==> config.mk <==
export PLATFORM = sky130hd
export DESIGN_NAME = clb_cfg_loader
export DESIGN_NICKNAME = d
export VERILOG_FILES = /design/src/rtl/clb_cfg_pkg.sv /design/src/rtl/clb_cfg_shreg.sv /design/src/rtl/clb_cfg_loader.sv
export SDC_FILE = /design/constraint.sdc
export NUM_CORES = 1
export LEC_CHECK = 0
export BUFFER_PORTS_ARGS = -buffer_cell sky130_fd_sc_hd__buf_2
export CAP_MARGIN = 20
export CORE_MARGIN = 5
export CORE_UTILIZATION = 65
export CTS_BUF_LIST = sky130_fd_sc_hd__clkbuf_4
export DETAILED_ROUTE_END_ITERATION = 10
export MAX_ROUTING_LAYER = met4
export PLACE_DENSITY = 0.92
export SLEW_MARGIN = 5
export SYNTH_ARGS = -nofsm -noshare
export SYNTH_HDL_FRONTEND = slang
export SYNTH_SLANG_ARGS = --single-unit
==> constraint.sdc <==
create_clock -name K -period 5.8 [get_ports K]
set_input_delay 0.29 -clock K [delete_from_list [all_inputs] [get_ports K]]
set_output_delay 0.29 -clock K [all_outputs]
set_load 0.01 [all_outputs]
==> src/rtl/clb_cfg_pkg.sv <==
// Shared constants, config-word field layout and loader state encoding
// for the CLB configuration loader.
package clb_cfg_pkg;

  localparam int         CFG_W     = 37;
  localparam int         LEN_W     = 16;
  localparam int         BIT_CNT_W = 6;
  localparam logic [3:0] PREAMBLE  = 4'b0010;

  // Field offsets into the configuration word (bit 0 = floporlatch)
  localparam int MEM_OFF  = 21;
  localparam int MEM_W    = 16;
  localparam int COMB_OFF = 19;
  localparam int COMB_W   = 2;
  localparam int MUX2_OFF = 17;
  localparam int MUX3_OFF = 15;
  localparam int MUX4_OFF = 13;
  localparam int MUX5_OFF = 11;
  localparam int MUX6_OFF = 9;
  localparam int MUX_W    = 2;
  localparam int O2M_OFF  = 3;
  localparam int O2M_W    = 6;
  localparam int DQ_OFF   = 1;
  localparam int DQ_W     = 2;
  localparam int FL_OFF   = 0;

  typedef enum logic [2:0] {
    ST_IDLE,
    ST_LEN,
    ST_START,
    ST_DATA,
    ST_STOP,
    ST_DONE,
    ST_ERR
  } cfg_state_e;

endpackage

==> src/rtl/clb_cfg_shreg.sv <==
// Enable-gated MSB-first serial-in/parallel-out shift register.
module clb_cfg_shreg #(
  parameter int DATA_W = 16
) (
  input  logic              clk,
  input  logic              en,
  input  logic              din,
  output logic [DATA_W-1:0] q
);

  always_ff @(posedge clk) begin
    if (en) q <= {q[DATA_W-2:0], din};
  end

endmodule

==> src/rtl/clb_cfg_loader.sv <==
// Serial CLB configuration loader: parses preamble, length and framed words,
// and emits one addressed configuration write per CLB, then DONE or ERR.
module clb_cfg_loader
  import clb_cfg_pkg::*;
#(
  parameter int NUM_CLB = 64,
  parameter int ADDR_W  = 6
) (
  input  logic              K,
  input  logic              RST,
  input  logic              DIN,
  input  logic              DIN_VALID,
  output logic [CFG_W-1:0]  CFG_DATA,
  output logic [ADDR_W-1:0] CFG_ADDR,
  output logic              CFG_WE,
  output logic              DONE,
  output logic              ERR
);

  localparam logic [LEN_W-1:0]     MAX_LEN   = LEN_W'(NUM_CLB);
  localparam logic [LEN_W-1:0]     LEN_ONE   = LEN_W'(1);
  localparam logic [BIT_CNT_W-1:0] LEN_LAST  = BIT_CNT_W'(LEN_W - 1);
  localparam logic [BIT_CNT_W-1:0] DATA_LAST = BIT_CNT_W'(CFG_W - 1);
  localparam logic [BIT_CNT_W-1:0] CNT_ONE   = BIT_CNT_W'(1);
  localparam logic [ADDR_W:0]      FRM_ONE   = (ADDR_W + 1)'(1);

  cfg_state_e           state_q, state_d;
  logic [3:0]           hist_q, hist_d;
  logic [BIT_CNT_W-1:0] bit_cnt_q;
  logic [ADDR_W:0]      frame_cnt_q;
  logic [LEN_W-1:0]     len_q, len_next;
  logic [CFG_W-1:0]     data_q;
  logic                 len_en, data_en, len_bad, last_frame, wr;

  assign hist_d     = {hist_q[2:0], DIN};
  assign len_en     = DIN_VALID && (state_q == ST_LEN);
  assign data_en    = DIN_VALID && (state_q == ST_DATA);
  assign len_next   = {len_q[LEN_W-2:0], DIN};
  assign len_bad    = (len_next == '0) || (len_next > MAX_LEN);
  // Frame counter is one bit wider than the address so a full array compares cleanly
  assign last_frame = (LEN_W'(frame_cnt_q) == (len_q - LEN_ONE));

  clb_cfg_shreg #(.DATA_W(LEN_W)) u_len_shreg (
    .clk (K),
    .en  (len_en),
    .din (DIN),
    .q   (len_q)
  );

  clb_cfg_shreg #(.DATA_W(CFG_W)) u_data_shreg (
    .clk (K),
    .en  (data_en),
    .din (DIN),
    .q   (data_q)
  );

  always_comb begin
    state_d = state_q;
    wr      = 1'b0;
    if (DIN_VALID) begin
      case (state_q)
        ST_IDLE:  if (hist_d == PREAMBLE) state_d = ST_LEN;
        ST_LEN:   if (bit_cnt_q == LEN_LAST) state_d = len_bad ? ST_ERR : ST_START;
        ST_START: if (!DIN) state_d = ST_DATA;
        ST_DATA:  if (bit_cnt_q == DATA_LAST) state_d = ST_STOP;
        ST_STOP: begin
          if (DIN) begin
            wr      = 1'b1;
            state_d = last_frame ? ST_DONE : ST_START;
          end else begin
            state_d = ST_ERR;
          end
        end
        default:  state_d = state_q;
      endcase
    end
  end

  always_ff @(posedge K) begin
    if (RST) begin
      state_q     <= ST_IDLE;
      hist_q      <= 4'b1111;
      bit_cnt_q   <= '0;
      frame_cnt_q <= '0;
    end else begin
      state_q <= state_d;
      if (DIN_VALID && (state_q == ST_IDLE)) hist_q <= hist_d;
      if (len_en || data_en) bit_cnt_q <= (state_d == state_q) ? bit_cnt_q + CNT_ONE : '0;
      if (wr) frame_cnt_q <= frame_cnt_q + FRM_ONE;
    end
  end

  // Output register stage: strobe, word and address land together
  always_ff @(posedge K) begin
    if (RST) begin
      CFG_DATA <= '0;
      CFG_ADDR <= '0;
      CFG_WE   <= 1'b0;
      DONE     <= 1'b0;
      ERR      <= 1'b0;
    end else begin
      CFG_WE <= wr;
      if (wr) begin
        CFG_DATA <= data_q;
        CFG_ADDR <= frame_cnt_q[ADDR_W-1:0];
      end
      DONE <= (state_d == ST_DONE);
      ERR  <= (state_d == ST_ERR);
    end
  end

endmodule

==> summary.md <==
| Metric | Value |
|---|---|
| Final hold vios | 0 |
| Final setup TNS | 0 ns |
| Max Cap Violations | 0 |
| P_int | 0.00106 W |
| Worst setup EP type | flop |
| PortBufs | 49 |
| PD cells | 273 nW/µm² |
| Utilization after layout | 0.734 |
| Root Buffer | clkbuf_4 |
| Share of layout cells above drive strength 1 | 0.183 |
| TritonCTS clock tree | yes |
| Reg power frac | 0.616 |
| Critical path's slowest cell | or4b_4 |
| Dpl hpwl | 6.29 mm |
| Ys async rst share | 0 |
| Max clock buf depth | 2 |
| Hold EP | state_q[2] |
| Syn nets | 462 |
| Vias | 3559 |
| Final period util | 0.538 |
| Buf/Inv on CP | 2 |
| Post-synthesis compound-gate area fraction | 0.118 |
| Post-Synth XOR/XNOR Area | 0.0262 |
| Worst hold path type | in -> reg |
| Slew Viols, Final | 0 |
| Overflow after GRT | 0 |
| Period minus WS final | 3.12 ns |
| Register area share after synthesis | 0.618 |
| Row count | 31 |
| Data required, critical path | 6.25 ns |
| Status | complete, no violations |
| NetSw | 0.000368 W |
| Die Ht | 94.9 µm |
| Setup ws final | 2.68 ns |
| Reg2reg setup slack | 2.68 ns |
| Post-route ant nets | 0 |
| GR Util All Layers | 0.236 |
| Vias in the first global route | 3328 |
| Yosys Warn Count | 0 |
| Fill cells | 509 |
| #FFs+latches synth | 118 |
| CP Class | reg -> reg |
| Worst Skew | 0.0173 ns |
| CP max stage delay | 0.54 ns |
| Crit path launch | u_len_shreg.q[0] |
| Clock power frac | 0.347 |
| Synthesized instance count | 454 |
| Post-cts sizing count | 0 |
| R2r endpoint | DONE |
| First-pass GRT wire length | 15.8 mm |
| Hold-critical path depth | 2 |
| Placed cells | 581 |
| Vias per Instance | 5.80 |
| CTS clk-pin slew, worst paths | 0.11 ns |
| Cts hold-fix bufs | 0 |
| Post-Route WL | 9.58 mm |
| Startpoint types | flop |
| Clk Latency, worst-skew pair | 0.51 ns |
| Die Area | 9000 µm² |
| TritonRoute pass-1 iters | 5 |
| Ys flop type | dfxtp_1 |
| Horiz. Die Dim | 94.9 µm |
| Post-synthesis simple-gate area fraction | 0.200 |
| CTS Buf Count | 17 |
| Final std cells w/o fill | 614 |
| Synth Area in Adders | 0.0107 |
| Unrepaired setup endpoints after global routing | false |
| Ports | 50 |
| Place WS | 2.72 ns |
| R2R Path Start | u_len_shreg.q[0] |
| Worst hold start | DIN_VALID |
| Ant. Diodes | 0 |
| P_leak | 1.85 nW |
| Core Region | 7140 µm² |
| Worst Tran Pin Value | 1.04 ns |
| Iter 0 DRT Violations | 229 |
| Register-to-Register Path Depth | 10 |
| Final #Nets | 510 |
| Post-CTS Setup Bufs | 0 |
| Clk sinks | 118 |
| Syn_area_per_cell | 10.3 µm² |
| P&R area growth vs syn | 11.9% |
| Most frequent cells in the layout | nand2_1 (108), dfxtp_1 (65), a21oi_1 (62) |
| Sw Share | 0.258 |
| Most common cell after layout, fill and taps aside | nand2_1 |
| Cell Area, Synth | 4680 µm² |
| Initial antenna violation count | 0 |
| Starting Density | 0.656 |
| Critical Path AT | 3.57 ns |
| Number of synthesized flops with an enable pin | 53 |
| Finish-stage setup viols | 0 |
| Count of cell types in the netlist | 48 |
| Final GP Congestion | 0.955 |
| Residual DRC | 0 |
| Slew margin rel. | 0.304 |
| Mux cell area share after synthesis | 0 |
| Max rail drop VDD | 0.000216 V |
| Comb power frac | 0.037 |
| CP delay by family, top | simple AND/OR/NAND/NOR gates |
| Crit-path max FO | 6 |
| Largest family of logic cells by synthesized area | simple AND/OR/NAND/NOR gates |
| Avg WL per Cell | 15.6 µm |
| Worst path cell trace | inv_1, ha_1, or4b_4, or4b_4, a21oi_2, o2111ai_2, nor4_4, inv_1, a21oi_1, and3_1 |
| H-tree depth | 4 |
| Largest net degree at the start of global routing | 68 |
| Fmax | 320 MHz |
worst register-to-register path, cell delays in order (launching register included):
cell and delay, ns:
edfxtp_1 0.48, inv_1 0.10, ha_1 0.23, or4b_4 0.53
or4b_4 0.54, a21oi_2 0.19, o2111ai_2 0.14, nor4_4 0.30
inv_1 0.09, a21oi_1 0.28, and3_1 0.20
cells by family after synthesis:
| kind of cell | Yosys count |
|---|---|
| compound gates | 92 |
| xor+xnor | 14 |
| fa+ha+maj | 4 |
| buf+inv | 32 |
| flops | 118 |
| simple gates | 194 |
flip-flops by register name, summed over array words and instances (netlist names):
signal          cells
CFG_ADDR            6
CFG_DATA           37
CFG_WE              1
DONE                1
ERR                 1
bit_cnt_q           6
frame_cnt_q         7
hist_q              3
state_q             3
u_data_shreg.q     37
u_len_shreg.q      16
synthesized netlist by cell type, drive strengths merged, types with 3 or more instances:
master,number,share of area
a211o,3,0.0056
a21oi,63,0.068
clkbuf,22,0.018
dfxtp,65,0.28
edfxtp,53,0.34
ha,4,0.011
inv,8,0.0064
nand2,108,0.087
nand2b,4,0.0053
nand3,6,0.0064
nand3b,3,0.0048
nand4,5,0.0067
nand4b,3,0.0056
nor2,25,0.020
nor2b,5,0.0067
nor3,7,0.0075
nor3b,3,0.0059
nor4,5,0.0099
nor4b,3,0.0056
o211ai,4,0.0064
o21ai,8,0.0086
or3,5,0.0067
xnor2,6,0.011
xor2,8,0.015
worst max path at each step:
| stage | endpoint | slack (ns) | cells past startpoint |
|---|---|---|---|
| after global routing | DONE | 2.51 | 10 |
| final | DONE | 2.68 | 10 |
| after global placement | bit_cnt_q[2] | 2.83 | 10 |
| after CTS | DONE | 2.71 | 10 |
| after floorplan | u_data_shreg.q[0] | 2.92 | 3 |
| after detailed placement | bit_cnt_q[2] | 2.72 | 10 |
power by group through the flow:
| stage | Clock [W] | Combinational [W] | Sequential (W) |
|---|---|---|---|
| after CTS | 0.000507 | 0.0000506 | 0.000879 |
| after global placement | 0 | 0.0000477 | 0.000898 |
| after detailed placement | 0 | 0.0000505 | 0.000898 |
| final | 0.000495 | 0.0000525 | 0.000880 |
| after global routing | 0.000549 | 0.0000578 | 0.000881 |
| after floorplan | 0 | 0.0000362 | 0.000896 |
final cells by class:
cell class                      instances  area [µm²]  area share
Multi-Input combinational cell        304        1670       0.318
Inverter                                8        30.0     0.00574
Timing Repair Buffer                   53         288      0.0550
Clock buffer                           17         128      0.0244
Sequential cell                       118        2890       0.553
Tap cell                               99         124      0.0237
Clock inverter                         15         108      0.0206
metal layers:
metal,track usage,part of all wire
met1,0.286,0.42
met2,0.371,0.50
met3,0.0781,0.068
met4,0.0853,0.021
met5,-,0
stage by stage:
step / hold slack (ns) / power [W] / cell area [µm²]
after floorplan: 0.389 / 0.000932 / 4680
after global placement: 0.431 / 0.000945 / 4980
after detailed placement: 0.435 / 0.000949 / 4980
after CTS: 0.0643 / 0.00144 / 5220
after global routing: 0.0628 / 0.00149 / 5240
final: 0.0976 / 0.00143 / 5240
No activity file was read; power rests on OpenSTA's default activity.
